==> src/rtl/u_gen_rand_hv_sparse_par_if.sv <==
// Beat stream of a sparse hypervector: one-hot segments plus packed indices.
// The master drives the beat and the slave drives back-pressure.
interface u_gen_rand_hv_sparse_par_if #(
  parameter int LANES          = 4,
  parameter int LENGTH_SEGMENT = 32,
  parameter int IDX_W          = 5,
  parameter int BEAT_W         = 3
);
  logic                            out_valid;
  logic                            out_ready;
  logic [LANES*LENGTH_SEGMENT-1:0] out_segments;
  logic [LANES*IDX_W-1:0]          out_indices;
  logic [BEAT_W-1:0]               out_beat_idx;
  logic                            out_last;

  modport master (
    output out_valid, out_segments, out_indices, out_beat_idx, out_last,
    input  out_ready
  );
  modport slave (
    input  out_valid, out_segments, out_indices, out_beat_idx, out_last,
    output out_ready
  );
endinterface

==> src/rtl/u_gen_rand_hv_sparse_par.sv <==
// Sparse hypervector generator: LANES seedable Galois LFSRs each pick one set
// bit per segment, streamed LANES segments per beat over valid/ready.
module u_gen_rand_hv_sparse_par_lane #(
  parameter int               LFSR_W    = 16,
  parameter logic [LFSR_W-1:0] LFSR_TAPS = 16'hB400,
  parameter int               IDX_W     = 5,
  parameter int               LANE      = 0
) (
  input  logic              clk,
  input  logic              arst_n_in,
  input  logic              load,
  input  logic [LFSR_W-1:0] seed_in,
  input  logic              step,
  output logic [IDX_W-1:0]  idx
);
  localparam logic [LFSR_W-1:0] LANE_SALT = LFSR_W'(LANE + 1);

  logic [LFSR_W-1:0] lfsr, seeded, cur;

  // A same-cycle load feeds the beat directly, so the first beat sees the new seed
  always_comb begin
    seeded = seed_in ^ LANE_SALT;
    if (seeded == '0) seeded = LFSR_W'(1);
    cur = load ? seeded : lfsr;
  end

  assign idx = cur[IDX_W-1:0];

  always_ff @(posedge clk or negedge arst_n_in) begin
    if (!arst_n_in)  lfsr <= LANE_SALT;
    else if (step)   lfsr <= (cur >> 1) ^ (cur[0] ? LFSR_TAPS : '0);
    else if (load)   lfsr <= seeded;
  end
endmodule

module u_gen_rand_hv_sparse_par #(
  parameter int                LENGTH_SEGMENT = 32,
  parameter int                NB_OF_SEGMENTS = 32,
  parameter int                LANES          = 4,
  parameter int                LFSR_W         = 16,
  parameter logic [LFSR_W-1:0] LFSR_TAPS      = 16'hB400
) (
  input  logic              clk,
  input  logic              arst_n_in,
  input  logic              start_new_hv,
  input  logic              seed_load,
  input  logic [LFSR_W-1:0] seed_in,
  output logic              busy,
  u_gen_rand_hv_sparse_par_if.master hv
);
  localparam int IDX_W    = $clog2(LENGTH_SEGMENT);
  localparam int NB_BEATS = NB_OF_SEGMENTS / LANES;
  localparam int BEAT_W   = (NB_BEATS > 1) ? $clog2(NB_BEATS) : 1;
  localparam logic [BEAT_W-1:0] LAST_BEAT = BEAT_W'(NB_BEATS - 1);

  typedef enum logic {IDLE, SEND} state_t;

  state_t                                 state;
  logic                                   vld_q, last_q;
  logic [BEAT_W-1:0]                      beat_q;
  logic [LANES-1:0][IDX_W-1:0]            nxt_idx, idx_q;
  logic [LANES-1:0][LENGTH_SEGMENT-1:0]   nxt_seg, seg_q;
  logic                                   lane_load, take, accept;

  assign accept    = vld_q && hv.out_ready;
  assign lane_load = (state == IDLE) && seed_load;
  // LFSRs advance exactly when a beat is registered
  assign take      = ((state == IDLE) && start_new_hv) || ((state == SEND) && accept && !last_q);

  for (genvar g = 0; g < LANES; g++) begin : g_lane
    u_gen_rand_hv_sparse_par_lane #(
      .LFSR_W(LFSR_W), .LFSR_TAPS(LFSR_TAPS), .IDX_W(IDX_W), .LANE(g)
    ) u_lane (
      .clk(clk), .arst_n_in(arst_n_in), .load(lane_load), .seed_in(seed_in),
      .step(take), .idx(nxt_idx[g])
    );
    assign nxt_seg[g] = LENGTH_SEGMENT'(1) << nxt_idx[g];
  end

  always_ff @(posedge clk or negedge arst_n_in) begin
    if (!arst_n_in) begin
      state  <= IDLE;
      vld_q  <= 1'b0;
      last_q <= 1'b0;
      beat_q <= '0;
      idx_q  <= '0;
      seg_q  <= '0;
    end else begin
      case (state)
        IDLE: if (start_new_hv) begin
          state  <= SEND;
          vld_q  <= 1'b1;
          beat_q <= '0;
          last_q <= 1'(NB_BEATS == 1);
          idx_q  <= nxt_idx;
          seg_q  <= nxt_seg;
        end
        SEND: if (accept) begin
          if (last_q) begin
            state  <= IDLE;
            vld_q  <= 1'b0;
            last_q <= 1'b0;
            beat_q <= '0;
            idx_q  <= '0;
            seg_q  <= '0;
          end else begin
            beat_q <= beat_q + BEAT_W'(1);
            last_q <= (beat_q + BEAT_W'(1)) == LAST_BEAT;
            idx_q  <= nxt_idx;
            seg_q  <= nxt_seg;
          end
        end
        default: state <= IDLE;
      endcase
    end
  end

  assign busy            = (state != IDLE);
  assign hv.out_valid    = vld_q;
  assign hv.out_last     = last_q;
  assign hv.out_beat_idx = beat_q;
  assign hv.out_indices  = idx_q;
  assign hv.out_segments = seg_q;
endmodule

==> src/flat_wrapper.sv <==
// flat-port wrapper written by rule: the top's interface ports become plain ports
module u_gen_rand_hv_sparse_par_flat 
#(
  parameter int                LENGTH_SEGMENT = 32,
  parameter int                NB_OF_SEGMENTS = 32,
  parameter int                LANES          = 4,
  parameter int                LFSR_W         = 16,
  parameter logic [LFSR_W-1:0] LFSR_TAPS      = 16'hB400
)
  (clk, arst_n_in, start_new_hv, seed_load, seed_in, busy, hv_out_valid, hv_out_segments, hv_out_indices, hv_out_beat_idx, hv_out_last, hv_out_ready);
  u_gen_rand_hv_sparse_par_if #(.LANES(LANES), .LENGTH_SEGMENT(LENGTH_SEGMENT), .IDX_W(5), .BEAT_W(3)) hv_i ();
  input  logic clk;
  input  logic arst_n_in;
  input  logic start_new_hv;
  input  logic seed_load;
  input  logic [LFSR_W-1:0] seed_in;
  output logic busy;
  output wire logic [$bits(hv_i.out_valid)-1:0] hv_out_valid;
  output wire logic [$bits(hv_i.out_segments)-1:0] hv_out_segments;
  output wire logic [$bits(hv_i.out_indices)-1:0] hv_out_indices;
  output wire logic [$bits(hv_i.out_beat_idx)-1:0] hv_out_beat_idx;
  output wire logic [$bits(hv_i.out_last)-1:0] hv_out_last;
  input wire logic [$bits(hv_i.out_ready)-1:0] hv_out_ready;
  assign hv_out_valid = hv_i.out_valid;
  assign hv_out_segments = hv_i.out_segments;
  assign hv_out_indices = hv_i.out_indices;
  assign hv_out_beat_idx = hv_i.out_beat_idx;
  assign hv_out_last = hv_i.out_last;
  assign hv_i.out_ready = hv_out_ready;
  u_gen_rand_hv_sparse_par #(.LENGTH_SEGMENT(LENGTH_SEGMENT), .NB_OF_SEGMENTS(NB_OF_SEGMENTS), .LANES(LANES), .LFSR_W(LFSR_W), .LFSR_TAPS(LFSR_TAPS)) u_core (.clk(clk), .arst_n_in(arst_n_in), .start_new_hv(start_new_hv), .seed_load(seed_load), .seed_in(seed_in), .busy(busy), .hv(hv_i));
endmodule
==> config.mk <==
export PLATFORM = sky130hd
export DESIGN_NAME = u_gen_rand_hv_sparse_par_flat
export DESIGN_NICKNAME = d
export VERILOG_FILES = /design/src/rtl/u_gen_rand_hv_sparse_par_if.sv /design/src/rtl/u_gen_rand_hv_sparse_par.sv /design/src/flat_wrapper.sv
export SDC_FILE = /design/constraint.sdc
export NUM_CORES = 1
export LEC_CHECK = 0
export CAP_MARGIN = 20
export CORE_MARGIN = 1
export CORE_UTILIZATION = 53
export DETAILED_ROUTE_END_ITERATION = 7
export PLACE_DENSITY = 0.9
export SYNTH_ARGS = -nofsm -noshare
export SYNTH_HDL_FRONTEND = slang
export SYNTH_HIERARCHICAL = 1
export SYNTH_SLANG_ARGS = --single-unit
==> constraint.sdc <==
create_clock -name clk -period 3.9 [get_ports clk]
set_input_delay 0.39 -clock clk [delete_from_list [all_inputs] [get_ports clk]]
set_output_delay 0.39 -clock clk [all_outputs]
set_load 0.005 [all_outputs]
==> results.yml, run 1 <==
critical_path:
  cp_num_buf_inv: 2
  setup.worst_path.end_class: "flop"
  crit_chain: "clkdlybuf4s50_1, or4b_4, o41ai_4, nand2_1, inv_1, nor2b_1, o211ai_1, o2bb2ai_1"
  required_ns: 4.35
  max_stage_delay_ns: 0.68
  critPathKind: "primary input to flop"
  path_max_fanout: 12
  critPathSlowestCell: "clkdlybuf4s50_1"
  worstSetupStartpointType: "primary input"
  arrival_ns: 3.45
  cp_top_family: "simple AND/OR/NAND/NOR gates"
synthesis:
  synth_area_um2: 10060
  ys_ff_latch: 218
  synth_edf_count: 0
  synth-seq-area-share: 0.5430
  synthArstFlopShare: 1.000
  yosys_warnings: 6
  ys.flop_type: "dfrtp_1"
  synth.avg_cell_area_um2: 13.03
  synth_cells: 772
  yosysUniqueCellTypes: 52
  syn-num-nets: 795
routing:
  ant_nets: 0
  vias_per_cell: 6.206
  dr.pass1.iters: 5
  drtIter0Drc: 526
  wl_per_cell_um: 22.06
  drc_errors: 0
  routed_wirelength_um: 26090
  vias: 7342
power_and_ir_drop:
  leakagePower_nw: 5.391
  switching_share: 0.3160
  finalPower_mw: 7.271
  peakVddDrop_uv: 332.3
  p_sw_mw: 2.298
  power_density_nw_per_um2: 571.8
  p_int_mw: 4.973
  p_comb_frac: 0.296
  power_frac_clock: 0.284
  power_frac_seq: 0.420
run:
  max-cap-violations: 0
global_routing:
  grt_pass1_wl_um: 41800
  grt_pass1_vias: 7511
  grt_max_degree: 102
  track_usage: 0.2707
  antenna_found_initial: 1
  gr-total-overflow: 0
sta:
  period_share: 0.7694
  holdWs_ns: 0.4866
  relSlewSlack: 0.3276
  setup_tns_ns: 0
  layout_setup_ws_ns: 0.8994
  rsz0062_at_grt: "false"
  drv_slew: 0
  fmax_mhz: 333.3
  tightest_slew_ns: 1.009
  finalSetupViolations: 0
  fin_crit_ns: 3.001
  fin_worst_skew_ns: 0.01482
  hold_viol: 0
die:
  die_w_um: 139.8
  start_util: 0.5395
  fp.dieH_um: 139.8
  dieArea_um2: 19530
  core.rowCount: 50
  pin_count: 175
  core_area_um2: 18640
clocking:
  clk_path_buf_depth: 3
  cts-root-buf: "clkbuf_16"
  cts_setup_buffers: 0
  cts.repair.resized: 0
  cts_sinks: 218
  insertion_delay_ns: 0.53
  path_clk_slew_ns: 0.06
  cts-htree-levels: 1
  numCtsBuffers: 23
  cts.hold.buffers_added: 1
  cts_tree: "done"
placement:
  hpwlAfterDp_um: 17370
  port_buffers: 174
  gp_congestion: 0.8439
  place_ws_ns: 0.4991
layout:
  multiInputGateArea_um2: 4219
  register_area_um2: 5461
  layout_commonest_cell: "dfrtp_1"
  areaGrowthSynthToFinish_pct: 26.44
  drive_above_1_share: 0.1614
  nFillCells: 1310
  final_cell_mix: "213 x dfrtp_1, 173 x clkdlybuf4s50_1, 64 x o2bb2ai_1, 57 x a22o_1, 54 x nor2_1"
  final_nets: 957
outcome:
  status: "completed"
hold_path:
  hold_path.class: "flop to flop"
==> sequential cells by signal, indices dropped and copies added, names as in the netlist <==
name                       count
u_core/hv.out_indices         20
u_core/hv.out_beat_idx         3
u_core/busy                    1
u_core/hv.out_segments       128
u_core/hv.out_valid            1
u_core/hv.out_last             1
u_core/g_lane.u_lane/lfsr     64
==> cell families after synthesis <==
kind of cell | after synthesis | share of synthesized area
buffers and inverters | 89 | 0.03981
adder cells (fa/ha/maj) | 2 | 0.002488
multiplexers | 89 | 0.1268
flip-flops | 218 | 0.5430
AO/OA/AOI/OAI | 214 | 0.2019
AND/OR/NAND/NOR | 159 | 0.08510
XOR/XNOR | 1 | 0.0008710
==> synth_stat cells (all sizes together) (3+ instances only) <==
library cell	instances	share of area
a32o	12	0.012
or4	6	0.0056
nor4b	3	0.0045
inv	37	0.014
mux2	24	0.027
o2bb2ai	64	0.056
nand2	44	0.017
dfrtp	213	0.53
a22o	57	0.050
o2111ai	12	0.010
a21boi	12	0.010
nor2	54	0.020
or2	12	0.0075
mux4	28	0.063
o211ai	5	0.0037
buf	34	0.019
dfstp	5	0.013
a2111oi	12	0.024
o31ai	12	0.013
clkbuf	18	0.0067
nor4	5	0.0050
nand2b	11	0.0068
nor2b	16	0.010
a21oi	13	0.0068
mux2i	37	0.037
a211oi	8	0.0060
==> metrics by stage <==
| stage | std cells | utilization | instance area (um2) |
|---|---|---|---|
| finish | 1183 | 0.6821 | 12720 |
| global route | 1183 | 0.6821 | 12720 |
| CTS | 1182 | 0.6819 | 12710 |
| detailed placement | 1142 | 0.6437 | 12000 |
| global placement | 1142 | 0.6437 | 12000 |
| floorplan | 772 | - | 10060 |
==> area by class of cell <==
class / count / area share
Multi-Input combinational cell: 465 / 0.3318
Clock inverter: 2 / 0.001968
Clock buffer: 37 / 0.05333
Antenna cell: 1 / 0.0001968
Timing Repair Buffer: 189 / 0.1493
Tap cell: 234 / 0.02302
Inverter: 37 / 0.01092
Sequential cell: 218 / 0.4295
==> worst register-to-register path, cell delays in order, from the launching register on <==
cell and delay, ns:
dfrtp_1 0.58, nor2b_4 0.39, buf_4 0.34, mux2_2 0.51, a2111oi_2 0.72, a22o_1 0.25
==> final timing paths <==
path                                                         from                                   endpoint  slack (ns)  depth (start not counted)
min in group asynchronous                               arst_n_in  u_core/g_lane[1].u_lane/lfsr[9]$_DFF_PN0_        0.50                          2
max in group asynchronous                               arst_n_in  u_core/g_lane[3].u_lane/lfsr[8]$_DFF_PN0_        2.32                          3
max                                                   seed_in[14]    u_core/hv.out_segments[117]$_DFFE_PN0P_        0.90                          8
min reg2reg                u_core/hv.out_segments[23]$_DFFE_PN0P_     u_core/hv.out_segments[23]$_DFFE_PN0P_        0.49                          1
max reg2reg                                 u_core/busy$_DFF_PN0_      u_core/hv.out_segments[9]$_DFFE_PN0P_        1.05                          5
min                        u_core/hv.out_segments[23]$_DFFE_PN0P_     u_core/hv.out_segments[23]$_DFFE_PN0P_        0.49                          1
==> metal layers <==
layer  track usage  part of all wire  vias up
met5             0                 0        -
met1        0.3638              0.41     3766
met2        0.4371              0.49      273
li1              -                 -     3240
met4        0.1064             0.033        0
met3       0.05058             0.062       63
==> power by group through the flow <==
| stage | clock [mW] | sequential (mW) | combinational, mW |
|---|---|---|---|
| final | 2.07 | 3.05 | 2.15 |
| after global routing | 2.19 | 3.10 | 2.32 |
| after CTS | 2.10 | 3.05 | 2.14 |
| after detailed placement | 0 | 3.08 | 2.11 |
| after global placement | 0 | 3.06 | 2.02 |
| after floorplan | 0 | 3.02 | 1.23 |
Note: power is estimated with default switching activity, not from simulation.
==> run 2, diff against run 1 <==
clock period = 2.8 ns   (was 3.9 ns; I/O delays follow)
==> run 2 against run 1 <==
  * Total power up 43%
  * First-iteration DRC count up 8.2%
  * Sequential cell count unchanged
  * Non-clock buffer count up 43
  * Combinational power up 43%
  * Global-route usage up 1.0 points
  * Clock-buffer cell count down 3
  * Clock power up 47%
  * Critical path type is now flop to flop
  * Largest cell class unchanged
==> results.yml, run 2 (synthesized netlist as in run 1, its figures left out) <==
clocking:
  cts.repair.resized: 0
  cts.hold.buffers_added: 1
  path_clk_slew_ns: 0.06
  cts_tree: "done"
  cts_setup_buffers: 0
  cts-root-buf: "clkbuf_16"
  clk_path_buf_depth: 3
  numCtsBuffers: 24
  cts-htree-levels: 1
  insertion_delay_ns: 0.53
  cts_sinks: 218
layout:
  diodes: 0
  final_cell_mix: "213 x dfrtp_1, 173 x clkdlybuf4s50_1, 64 x o2bb2ai_1, 57 x a22o_1, 54 x nor2_1"
  final_core_util: 0.7050
  final_nets: 1001
  multiInputGateArea_um2: 4219
  register_area_um2: 5461
  nFillCells: 1216
  layout_commonest_cell: "dfrtp_1"
  stdcell_count: 1226
  largest_register_ffs: 128
  postLayoutCellArea_um2: 13140
  areaGrowthSynthToFinish_pct: 30.68
  drive_above_1_share: 0.2026
critical_path:
  setup.worst_path.end_class: "flop"
  reg2reg_depth: 8
  arrival_ns: 3.06
  worstSetupStartpointType: "flop"
  path_max_fanout: 14
  critPathKind: "flop to flop"
  required_ns: 3.22
placement:
  gp_congestion: 0.8381
  place_inst: 1185
  port_buffers: 174
  place_area_um2: 12360
  hpwlAfterDp_um: 18320
sta:
  relSlewSlack: 0.4907
  finalSetupViolations: 0
  tightest_slew_ns: 0.7620
  fin_worst_skew_ns: 0.02047
  holdWs_ns: 0.3773
  fin_crit_ns: 2.641
  fmax_mhz: 378.7
  hold_viol: 0
  period_share: 0.9431
  drv_slew: 0
  rsz0062_at_grt: "false"
die:
  start_util: 0.5395
  core.rowCount: 50
  die_w_um: 139.8
  fp.dieH_um: 139.8
  pin_count: 175
  core_area_um2: 18640
  dieArea_um2: 19530
routing:
  drtIter0Drc: 569
  vias_per_cell: 6.253
  vias: 7666
  routed_wirelength_um: 27250
  drc_errors: 0
  wl_per_cell_um: 22.22
  ant_nets: 0
  dr.pass1.iters: 5
power_and_ir_drop:
  finalPower_mw: 10.40
  power_density_nw_per_um2: 791.1
  peakVddDrop_uv: 435.2
  leakagePower_nw: 5.651
outcome:
  status: "completed"
global_routing:
  track_usage: 0.2809
  antenna_found_initial: 0
  gr-total-overflow: 0
  grt_pass1_vias: 7945
  grt_pass1_wl_um: 43380
  grt_max_degree: 95
run:
  max-cap-violations: 0
hold_path:
  hold_path.class: "primary input to async pin"
[run 2: final cells by class]
cell class | instances | area share
clock buffers | 34 | 0.05236
clock inverters | 6 | 0.006379
inverters | 37 | 0.01057
multi-input cells | 465 | 0.3210
flip-flops and latches | 218 | 0.4156
well taps | 234 | 0.02228
repair buffers | 232 | 0.1718
[run 2: stage by stage]
stage	TNS [ns]	worst slack, ns
3_5_place_dp	-0.05413	-0.01922
3_3_place_gp	0	0.09134
5_1_grt	0	0.06211
4_1_cts	0	0.2478
2_1_floorplan	0	0.07144
6_report	0	0.1594
[run 2: critical path, cell delays in order (launching register included)]
cell and delay (ns):
dfrtp_1 0.45, nor2b_4 0.41, nor2b_1 0.31, o41ai_4 0.16
nand2_1 0.17, inv_1 0.13, nor2_1 0.36, o211ai_1 0.26
o2bb2ai_1 0.28
[run 2: power by group]
group,internal (mW),switching (mW),total [mW],leakage [nW]
sequential,3.87,0.399,4.27,2.83
clock,1.81,1.25,3.05,0.379
combinational,1.47,1.61,3.07,2.44
[run 2: path summary, 6_finish.rpt]
| check | start | to | slack [ns] |
|---|---|---|---|
| max | u_core/busy$_DFF_PN0_ | u_core/hv.out_segments[116]$_DFFE_PN0P_ | 0.16 |
| min | arst_n_in | u_core/hv.out_segments[7]$_DFFE_PN0P_ | 0.38 |
| max reg2reg | u_core/busy$_DFF_PN0_ | u_core/hv.out_segments[116]$_DFFE_PN0P_ | 0.16 |
| min reg2reg | u_core/hv.out_segments[16]$_DFFE_PN0P_ | u_core/hv.out_segments[16]$_DFFE_PN0P_ | 0.49 |
| max in group asynchronous | arst_n_in | u_core/hv.out_segments[76]$_DFFE_PN0P_ | 1.56 |
| min in group clk | start_new_hv | u_core/hv.out_valid$_DFFE_PN0P_ | 0.44 |
[run 2: routing by layer]
layer  GRT usage  up-vias  wire, um  share of wire
met2      0.4537      329     13170           0.48
met4     0.09774        0       764          0.028
met3     0.06435       63      2014          0.074
met5           0        -         0              0
met1      0.3747     3941     11300           0.41
li1            -     3333         -              -
